`config.mk`:
```
export PLATFORM = sky130hd
export DESIGN_NAME = led_pwm_fader
export DESIGN_NICKNAME = d
export VERILOG_FILES = /design/src/rtl/led_pwm_pkg.sv /design/src/rtl/led_pwm_fader_channel.sv /design/src/rtl/led_pwm_fader.sv
export SDC_FILE = /design/constraint.sdc
export NUM_CORES = 1
export LEC_CHECK = 0
export ABC_AREA = 0
export ABC_CLOCK_PERIOD_IN_PS = 7600
export CAP_MARGIN = 10
export CORE_UTILIZATION = 55
export CTS_CLUSTER_SIZE = 8
export DETAILED_ROUTE_END_ITERATION = 7
export HOLD_SLACK_MARGIN = 0.05
export PLACE_DENSITY_LB_ADDON = 0.15
export SLEW_MARGIN = 20
export SYNTH_ARGS = -nofsm -noshare
export SYNTH_HDL_FRONTEND = slang
export SYNTH_SLANG_ARGS = --single-unit
```
`constraint.sdc`:
```
create_clock -name clk -period 7.6 [get_ports clk]
set_clock_uncertainty 0.2 [all_clocks]
set_input_delay 1.52 -clock clk [delete_from_list [all_inputs] [get_ports clk]]
set_output_delay 1.52 -clock clk [all_outputs]
set_load 0.02 [all_outputs]
```
`src/rtl/led_pwm_pkg.sv`:
```
// Shared constants and helpers for the LED PWM fader: channel numbering and
// decoding of the 2-bit-per-LED SoC word into per-colour on/off targets.
package led_pwm_pkg;

    localparam int N_LED = 4;
    localparam int N_CH  = 12;

    typedef enum logic [1:0] {
        COL_R = 2'd0,
        COL_G = 2'd1,
        COL_B = 2'd2
    } colour_e;

    function automatic int ch_r(input int i);
        return i;
    endfunction

    function automatic int ch_g(input int i);
        return N_LED + i;
    endfunction

    function automatic int ch_b(input int i);
        return 2 * N_LED + i;
    endfunction

    function automatic colour_e ch_colour(input int ch);
        colour_e c;
        case (ch / N_LED)
            0:       c = COL_R;
            1:       c = COL_G;
            default: c = COL_B;
        endcase
        return c;
    endfunction

    // Blue is lit only when both bits of the LED pair are set.
    function automatic logic target_bit(input logic [7:0] word, input int ch);
        logic r;
        logic g;
        logic res;
        int   i;
        i = ch % N_LED;
        r = word[2*i];
        g = word[2*i+1];
        case (ch_colour(ch))
            COL_R:   res = r;
            COL_G:   res = g;
            COL_B:   res = r & g;
            default: res = 1'b0;
        endcase
        return res;
    endfunction

endpackage

```
`src/rtl/led_pwm_fader_channel.sv`:
```
// One colour channel: linear duty fade toward its target, period-aligned
// shadow copy of the duty, and the registered PWM compare.
module led_pwm_channel
    import led_pwm_pkg::*;
#(
    parameter int PWM_BITS = 8,
    parameter int STEP     = 1
) (
    input  logic                clk,
    input  logic                reset,
    input  logic                fade_tick,
    input  logic                wrap,
    input  logic [PWM_BITS-1:0] cnt,
    input  logic [PWM_BITS-1:0] tgt,
    input  logic                en,
    output logic                pwm_o,
    output logic                busy_o
);

    localparam logic [PWM_BITS:0] STEP_EXT = (PWM_BITS+1)'(STEP);

    logic [PWM_BITS-1:0] duty_q;
    logic [PWM_BITS-1:0] duty_d;
    logic [PWM_BITS-1:0] shadow_q;
    logic                pwm_q;
    logic [PWM_BITS:0]   duty_ext;
    logic [PWM_BITS:0]   tgt_ext;

    // Next duty: one saturating step toward the target per fade tick.
    always_comb begin
        duty_ext = {1'b0, duty_q};
        tgt_ext  = {1'b0, tgt};
        duty_d   = duty_q;
        if (!fade_tick) begin
            duty_d = duty_q;
        end else if (duty_ext < tgt_ext) begin
            if ((tgt_ext - duty_ext) <= STEP_EXT) begin
                duty_d = tgt;
            end else begin
                duty_d = duty_q + STEP_EXT[PWM_BITS-1:0];
            end
        end else if (duty_ext > tgt_ext) begin
            if ((duty_ext - tgt_ext) <= STEP_EXT) begin
                duty_d = tgt;
            end else begin
                duty_d = duty_q - STEP_EXT[PWM_BITS-1:0];
            end
        end else begin
            duty_d = duty_q;
        end
    end

    // Duty, shadow and compare flops; shadow takes the pre-update duty at wrap.
    always_ff @(posedge clk) begin
        if (reset) begin
            duty_q   <= '0;
            shadow_q <= '0;
            pwm_q    <= 1'b0;
        end else begin
            duty_q <= duty_d;
            if (wrap) begin
                shadow_q <= duty_q;
            end
            pwm_q <= en & (cnt < shadow_q);
        end
    end

    assign pwm_o  = pwm_q;
    assign busy_o = (duty_d != tgt);

endmodule

```
`src/rtl/led_pwm_fader.sv`:
```
// LED PWM fader top: registers the SoC LED word, runs the fade prescaler and
// PWM counter, decodes per-channel targets and drives 12 dimmed LED pins.
module led_pwm_fader
    import led_pwm_pkg::*;
#(
    parameter int PWM_BITS = 8,
    parameter int MAX_DUTY = 64,
    parameter int FADE_DIV = 50000,
    parameter int STEP     = 1
) (
    input  logic        clk,
    input  logic        reset,
    input  logic [7:0]  soc_led,
    input  logic        en,
    output logic [11:0] led,
    output logic        fade_busy
);

    localparam int PRESC_W = (FADE_DIV > 1) ? $clog2(FADE_DIV) : 1;
    localparam logic [PRESC_W-1:0]  PRESC_LAST = PRESC_W'(FADE_DIV - 1);
    localparam logic [PWM_BITS-1:0] ON_DUTY    = PWM_BITS'(MAX_DUTY);
    localparam logic [PWM_BITS-1:0] CNT_LAST   = {PWM_BITS{1'b1}};

    logic [7:0]          soc_q;
    logic [PRESC_W-1:0]  presc_q;
    logic [PRESC_W-1:0]  presc_d;
    logic [PWM_BITS-1:0] cnt_q;
    logic                fade_busy_q;
    logic                fade_tick;
    logic                wrap;
    logic [PWM_BITS-1:0] tgt [N_CH];
    logic [N_CH-1:0]     pwm_vec;
    logic [N_CH-1:0]     busy_vec;

    assign fade_tick = (presc_q == PRESC_LAST);
    assign wrap      = (cnt_q == CNT_LAST);

    // Prescaler next state; with FADE_DIV=1 it sits at 0 and ticks every cycle.
    always_comb begin
        presc_d = presc_q;
        if (fade_tick) begin
            presc_d = '0;
        end else begin
            presc_d = presc_q + {{(PRESC_W-1){1'b0}}, 1'b1};
        end
    end

    // Per-channel fade targets from the registered SoC word.
    always_comb begin
        for (int k = 0; k < N_CH; k++) begin
            tgt[k] = '0;
            if (target_bit(soc_q, k)) begin
                tgt[k] = ON_DUTY;
            end else begin
                tgt[k] = '0;
            end
        end
    end

    // Input register, prescaler, PWM counter and aggregated busy flag.
    always_ff @(posedge clk) begin
        if (reset) begin
            soc_q       <= 8'h00;
            presc_q     <= '0;
            cnt_q       <= '0;
            fade_busy_q <= 1'b0;
        end else begin
            soc_q       <= soc_led;
            presc_q     <= presc_d;
            cnt_q       <= cnt_q + {{(PWM_BITS-1){1'b0}}, 1'b1};
            fade_busy_q <= |busy_vec;
        end
    end

    for (genvar k = 0; k < N_CH; k++) begin : g_ch
        led_pwm_channel #(
            .PWM_BITS (PWM_BITS),
            .STEP     (STEP)
        ) u_ch (
            .clk       (clk),
            .reset     (reset),
            .fade_tick (fade_tick),
            .wrap      (wrap),
            .cnt       (cnt_q),
            .tgt       (tgt[k]),
            .en        (en),
            .pwm_o     (pwm_vec[k]),
            .busy_o    (busy_vec[k])
        );
    end

    assign led       = pwm_vec;
    assign fade_busy = fade_busy_q;

endmodule

```
==> metrics, run 1 <==
path class of the lowest-slack min-delay path=reg2reg; fillers=3195; number of global-route vias before repair=16900; worst rel slew slack=0.241; number of flip-flops and latches in the synthesized netlist=around 240; Power, Total=2.97 mW; clk slew on worst S/H paths=0.05 ns; starting density of the core=0.559; TNS Setup=0 ns; dominant synthesized flop cell=dfxtp_1; initial antenna violation count=0; Post-Syn Instances=between 2000 and 3000; clock network latency to the later pin of the worst-skew pair=0.54 ns; final period utilization=0.700; Post-CTS Hold Buffers=0; number of max-cap violations=0; DIE WIDTH=187 um; cell leakage power=7.35 nW; final setup vio count=0; fin util=0.594; synthesis-to-layout area growth=6.20%; startpoint type of the worst setup path=flop; clock tree from TritonCTS=yes; internal portion of total power=2.22 mW; y dimension of the die=187 um; combined global-route utilization of all metal layers=0.339; Antenna Violating Nets Remaining=0; clock network fraction of total power=0.489; data required time at the worst endpoint=7.80 ns; # placed instances=2874; number of warnings issued by yosys=0; top-level port count=24; hold_ws=between 0.2 and 0.25 ns; Detail Placement HPWL=41.8 mm; result of the run=completed; Cell Rows=67; number of I/O port buffers=23; footprint of the flip-flops and latches=between 4000 and 5000 um2; count of cells resized by post-cts repair=0; root buffer cell=clkbuf_16; worst-margin pin slew=1.13 ns; total number of nets in the final design=2645; fraction of power consumed by combinational cells=0.086; placeable core area=33500 um2; worst IR drop on VDD=0.176 mV; proportion of register bits with asynchronous set or reset after synthesis=0; length of the first detailed-routing pass in iterations=6; Mapped Avg Cell Area=between 7 and 8 um2; weighted congestion reported at the end of routability-driven placement=1.02; clock buffer count from CTS=36; footprint of the multi-input gates=12600 um2; total number of vias=18700; Synthesized Nets=2761; number of vias per cell=between 6 and 7; Hold Violations, Final=0; overall overflow remaining after global route=0; maximum operating frequency=approximately 190 MHz; endpoint type of the worst setup path=flop; worst path arrival time=5.52 ns; unrepaired setup endpoints after global routing=no; clock tree buffer depth=3; pin count of the biggest net entering global routing=~120; sequential share of the synthesized area=0.253; reported net switching power=752 uW; depth of the CTS H-tree=2; Slew Viols, Final=0; share of post-route cells with drive strength above 1=0.0482; switching fraction of total power=0.253; time the final worst path needs with I/O delays and setup=approximately 5.3 ns; category of the critical setup timing path=reg2reg; number of sinks driven by the clock tree=between 200 and 250; sequential fraction of design power=0.425; post-CTS setup buffer count=0; final non-filler cell total=2920; Mapped Area=around 19000 um2; DRC errors left=0; maximum fanout encountered on the critical timing path=14; first-pass GRT wire length=~95 mm; number of enable-type register cells in the synthesized netlist=0; post-synthesis cell type count=92; Iter 0 DRT Violations=2230; post-detailed-routing wire length=about 60 mm; DR WL/cell=20.5 um; die footprint=34800 um2; power density over cell area=149 nW/um2
through the flow:
| step | setup WS [ns] | instance area, um2 |
|---|---|---|
| after detailed placement | 2.43 | 18900 |
| after global routing | 2.10 | 19900 |
| after global placement | 2.69 | 18900 |
| after CTS | 2.39 | 19900 |
| final | 2.28 | 19900 |
| after floorplan | 3.70 | 18700 |
path summary, 6_finish.rpt:
check | from | to | slack, ns | cells after the start
setup / recovery | g_ch[2].u_ch.duty_q[0]$_SDFF_PP0_ | fade_busy$_SDFF_PP0_ | 2.28 | 11
hold / removal | g_ch[8].u_ch.shadow_q[1]$_SDFFE_PP0N_ | g_ch[8].u_ch.shadow_q[1]$_SDFFE_PP0N_ | 0.25 | 2
setup reg to reg | g_ch[2].u_ch.duty_q[0]$_SDFF_PP0_ | fade_busy$_SDFF_PP0_ | 2.28 | 11
hold reg to reg | g_ch[8].u_ch.shadow_q[1]$_SDFFE_PP0N_ | g_ch[8].u_ch.shadow_q[1]$_SDFFE_PP0N_ | 0.25 | 2
synthesized netlist by cell type (all sizes together), types with 13 or more instances:
master,number,share of area
nand2,328,0.066
dfxtp,237,0.25
a21oi,234,0.062
nor2,200,0.040
clkbuf,173,0.035
ha,170,0.11
inv,164,0.033
o21ai,121,0.032
nand3,86,0.023
nor2b,77,0.026
nor3,69,0.018
nand2b,56,0.019
a211oi,49,0.020
nor4,37,0.013
o211ai,33,0.013
nand4,31,0.010
and3,29,0.0097
xnor2,26,0.012
buf,25,0.0080
or3,25,0.0083
nor3b,24,0.0099
or4,23,0.0096
xor2,20,0.0093
a31oi,19,0.0063
or2,19,0.0063
o31ai,17,0.0068
o221ai,16,0.0075
a21o,13,0.0052
a22oi,13,0.0052
and2,13,0.0045
o2111ai,13,0.0061
o211a,13,0.0069
cell usage in the layout (no fill, tap or decap), types with 48 or more instances in the layout:
master    netlist  routed
a21oi_1       234     234
nand2b_1       56      56
a211oi_1       48      48
dfxtp_1       237     237
o21ai_0       113     113
ha_1          170     170
nor3_1         69      69
inv_1         164     164
nor2b_1        77      77
nand3_1        86      85
nand2_1       328     328
nor2_1        200     200
routing by layer:
metal | wire (um) | track usage | vias up | part of all wire
met4 | 1910 | 0.121 | 0 | 0.032
met5 | 0 | 0 | - | 0
met3 | 5450 | 0.0638 | 124 | 0.091
met2 | 25900 | 0.523 | 837 | 0.43
li1 | - | - | 8963 | -
met1 | 26700 | 0.472 | 8819 | 0.45
state kept, by name, indices dropped and copies added, names as in the netlist:
register,cells
g_ch.u_ch.pwm_o,12
g_ch.u_ch.duty_q,96
soc_q,8
g_ch.u_ch.shadow_q,96
presc_q,16
fade_busy,1
cnt_q,8
power by group through the flow:
stage                     clock network, mW  registers, mW  logic [mW]
final                                  1.45           1.26       0.255
after floorplan                           0           1.29       0.175
after detailed placement                  0           1.29       0.250
after global routing                   1.53           1.26       0.281
after global placement                    0           1.29       0.247
after CTS                              1.48           1.26       0.251
cell type report:
class / instances / area share
Timing Repair Buffer: 44 / 0.0195
Clock inverter: 3 / 0.00126
Antenna cell: 1 / 0.000126
Inverter: 165 / 0.0311
Multi-Input combinational cell: 1980 / 0.633
Tap cell: 448 / 0.0282
Clock buffer: 42 / 0.0480
Sequential cell: 237 / 0.238
worst max-delay path: stages (launching register included):
cell       delay, ns
dfxtp_1         0.61
inv_1           0.13
ha_1            0.36
or3_1           0.42
a222oi_1        0.60
nor2_1          0.32
a311o_1         0.41
a2111oi_0       0.68
nand4_1         0.16
a2111oi_0       0.80
and4_1          0.34
a41oi_1         0.12
kinds of logic (layout without fill, tap and decap cells):
group                    Yosys count  in the layout  synth area share
multiplexers                      19             19            0.0106
XOR/XNOR                          46             46            0.0215
buffers and inverters            363            254            0.0757
other                              0              1                 0
adder cells (fa/ha/maj)          170            170             0.113
flip-flops                       237            237             0.253
AND/OR/NAND/NOR                 1054           1054             0.281
AO/OA/AOI/OAI                    691            691             0.244
Power figures use the tool's default switching activity.
==> run 2, diff against run 1 <==
--- a/config.mk
+++ b/config.mk
@@ -6,7 +6,7 @@
 export NUM_CORES = 1
 export LEC_CHECK = 0
 export ABC_AREA = 0
-export ABC_CLOCK_PERIOD_IN_PS = 7600
+export ABC_CLOCK_PERIOD_IN_PS = 4750
 export CAP_MARGIN = 10
 export CORE_UTILIZATION = 55
 export CTS_CLUSTER_SIZE = 8
==> constraint.sdc (replaced) <==
create_clock -name clk -period 4.75 [get_ports clk]
set_clock_uncertainty 0.2 [all_clocks]
set_input_delay 0.95 -clock clk [delete_from_list [all_inputs] [get_ports clk]]
set_output_delay 0.95 -clock clk [all_outputs]
set_load 0.02 [all_outputs]
==> metrics, run 2 (synthesis results as in run 1) <==
Cell Rows=67 (unchanged); post-detailed-routing wire length=60.0 mm (about the same); time the final worst path needs with I/O delays and setup=4.54 ns (-0.784 ns); power density over cell area=234 nW/um2 (+57%); Antenna Violating Nets Remaining=0 (unchanged); number of sinks driven by the clock tree=237 (unchanged); clock tree buffer depth=3 (unchanged); pin count of the biggest net entering global routing=97 (-18%); depth of the CTS H-tree=2 (unchanged); number of vias per cell=6.39 (-0.43%); weighted congestion reported at the end of routability-driven placement=0.971 (-4.4%); clock network latency to the later pin of the worst-skew pair=0.52 ns (-0.02 ns); top-level port count=24 (unchanged); first-pass GRT wire length=95.1 mm (about the same); result of the run=completed; chain of cells forming the critical path=inv_1 > ha_1 > ha_1 > nor4bb_2 > a31oi_1 > o21ai_0 > buf_4 > o21ai_0 > o31a_1 > a2111oi_1 > nand4_1 > a2111oi_2 > and4_1 > a41oi_1; worst-margin pin slew=1.08 ns (-0.0520 ns); Slew Viols, Final=0 (unchanged); footprint of the multi-input gates=12600 um2 (+0.25%); maximum operating frequency=220 MHz (+17%); number of max-cap violations=0 (unchanged); die footprint=34800 um2 (unchanged); y dimension of the die=187 um (unchanged); length of the first detailed-routing pass in iterations=6 (unchanged); clk slew on worst S/H paths=0.05 ns (about the same); Antenna Cells=0 (-1); root buffer cell=clkbuf_16; data required time at the worst endpoint=4.90 ns (-2.90 ns); placeable core area=33500 um2 (unchanged); fillers=3090 (-3.3%); maximum fanout encountered on the critical timing path=6 (-8); endpoint type of the worst setup path=flop; post-CTS setup buffer count=0 (unchanged); Detail Placement HPWL=43.0 mm (+3.1%); DR WL/cell=20.1 um (-2.1%); cell leakage power=7.70 nW (+4.7%); unrepaired setup endpoints after global routing=no; path class of the lowest-slack min-delay path=reg2reg; initial antenna violation count=1 (+1); final setup vio count=0 (unchanged); clock tree from TritonCTS=yes; final period utilization=0.955 (+0.255); number of global-route vias before repair=17200 (+1.6%); worst rel slew slack=0.283 (+0.0416); Iter 0 DRT Violations=2133 (-4.3%); share of post-route cells with drive strength above 1=0.0741 (+0.0259); synthesis-to-layout area growth=9.27%; worst path arrival time=4.69 ns (-0.83 ns); overall overflow remaining after global route=0 (unchanged); final worst slack=0.213 ns (-2.07 ns); critical-path cell with the highest stage delay=a2111oi_1; clock buffer count from CTS=36 (unchanged); delay of the slowest cell on the worst path=0.67 ns (-0.13 ns); footprint of the flip-flops and latches=4740 um2 (unchanged); starting density of the core=0.559 (unchanged); leading cell type in the layout, fill and taps excluded=nand2_1; Hold Violations, Final=0 (unchanged); Largest regs=g_ch.u_ch.duty_q: 96 flops, g_ch.u_ch.shadow_q: 96 flops, presc_q: 16 flops; number of I/O port buffers=23 (unchanged); final non-filler cell total=2986 (+2.3%); total number of vias=19100 (+1.8%); worst IR drop on VDD=0.293 mV (+66%); category of the critical setup timing path=reg2reg; DIE WIDTH=187 um (unchanged); total number of nets in the final design=2710 (+2.5%); # placed instances=2939 (+2.3%); DRC errors left=0 (unchanged); leading cell types in the layout, fill and taps excluded=nand2_1, dfxtp_1, a21oi_1; startpoint type of the worst setup path=flop; combined global-route utilization of all metal layers=0.337 (-0.00271); worst setup slack before clock tree synthesis=-0.158 ns (-2.59 ns)
[run 2: cell types whose count changed in the layout (fill, tap and decap cells not counted), sizes merged]
cell	previous run	this run
buf	22	87
clkbuf	42	44
bufinv	0	1
clkinvlp	1	0
diode	1	0
[run 2: stage by stage]
| step | hold slack, ns | power [mW] | setup TNS [ns] | utilization | cell area (um2) |
|---|---|---|---|---|---|
| global route | 0.268 | 4.95 | 0 | 0.611 | 20500 |
| global placement | 0.241 | 2.46 | 0 | 0.580 | 19400 |
| floorplan | 0.230 | 2.34 | 0 | - | 18700 |
| detailed placement | 0.247 | 2.47 | -0.158 | 0.580 | 19400 |
| CTS | 0.253 | 4.83 | 0 | 0.610 | 20500 |
| finish | 0.252 | 4.80 | 0 | 0.611 | 20500 |
[run 2: area by class of cell]
cell class                 instances  area share
inverter                         165      0.0302
clock inverter                     3     0.00232
multi-input combinational       1980       0.617
sequential                       237       0.232
clock buffer                      44      0.0465
timing repair buffer             109      0.0447
tap                              448      0.0274
[run 2: worst paths after layout]
check / start / end / slack, ns / cells after the start
worst min-delay path: g_ch[11].u_ch.shadow_q[5]$_SDFFE_PP0N_ / g_ch[11].u_ch.shadow_q[5]$_SDFFE_PP0N_ / 0.25 / 2
worst max-delay path: g_ch[2].u_ch.duty_q[6]$_SDFF_PP0_ / fade_busy$_SDFF_PP0_ / 0.21 / 14
worst min register to register: g_ch[11].u_ch.shadow_q[5]$_SDFFE_PP0N_ / g_ch[11].u_ch.shadow_q[5]$_SDFFE_PP0N_ / 0.25 / 2
worst max register to register: g_ch[2].u_ch.duty_q[6]$_SDFF_PP0_ / fade_busy$_SDFF_PP0_ / 0.21 / 14
[run 2: critical path, delay by kind of cell, from the launching register on]
| kind | cells | cell delay, ns |
|---|---|---|
| compound gates | 7 | 1.93 |
| fa+ha+maj | 2 | 0.52 |
| buf+inv | 2 | 0.35 |
| flops | 1 | 0.43 |
| simple gates | 3 | 0.93 |
[run 2: repair_timing]
| item | in CTS | in global routing |
|---|---|---|
| hold buffers | 0 | 0 |
| gates resized for setup | 2 | 4 |
| setup endpoints to repair | 1 | 1 |
[run 2: where the power goes]
part	total [mW]	switching, mW	internal, mW
Combinational	0.416	0.256	0.160
Clock	2.36	0.916	1.44
Sequential	2.02	0.0164	2.01
[run 2: per-layer routing]
layer  routed length (um)  track usage  vias up
met5                    9            0        -
met4                 2260        0.127        2
met3                 5840       0.0557      158
met2                25200        0.505     1002
met1                26600        0.481     8834
li1                     -            -     9088
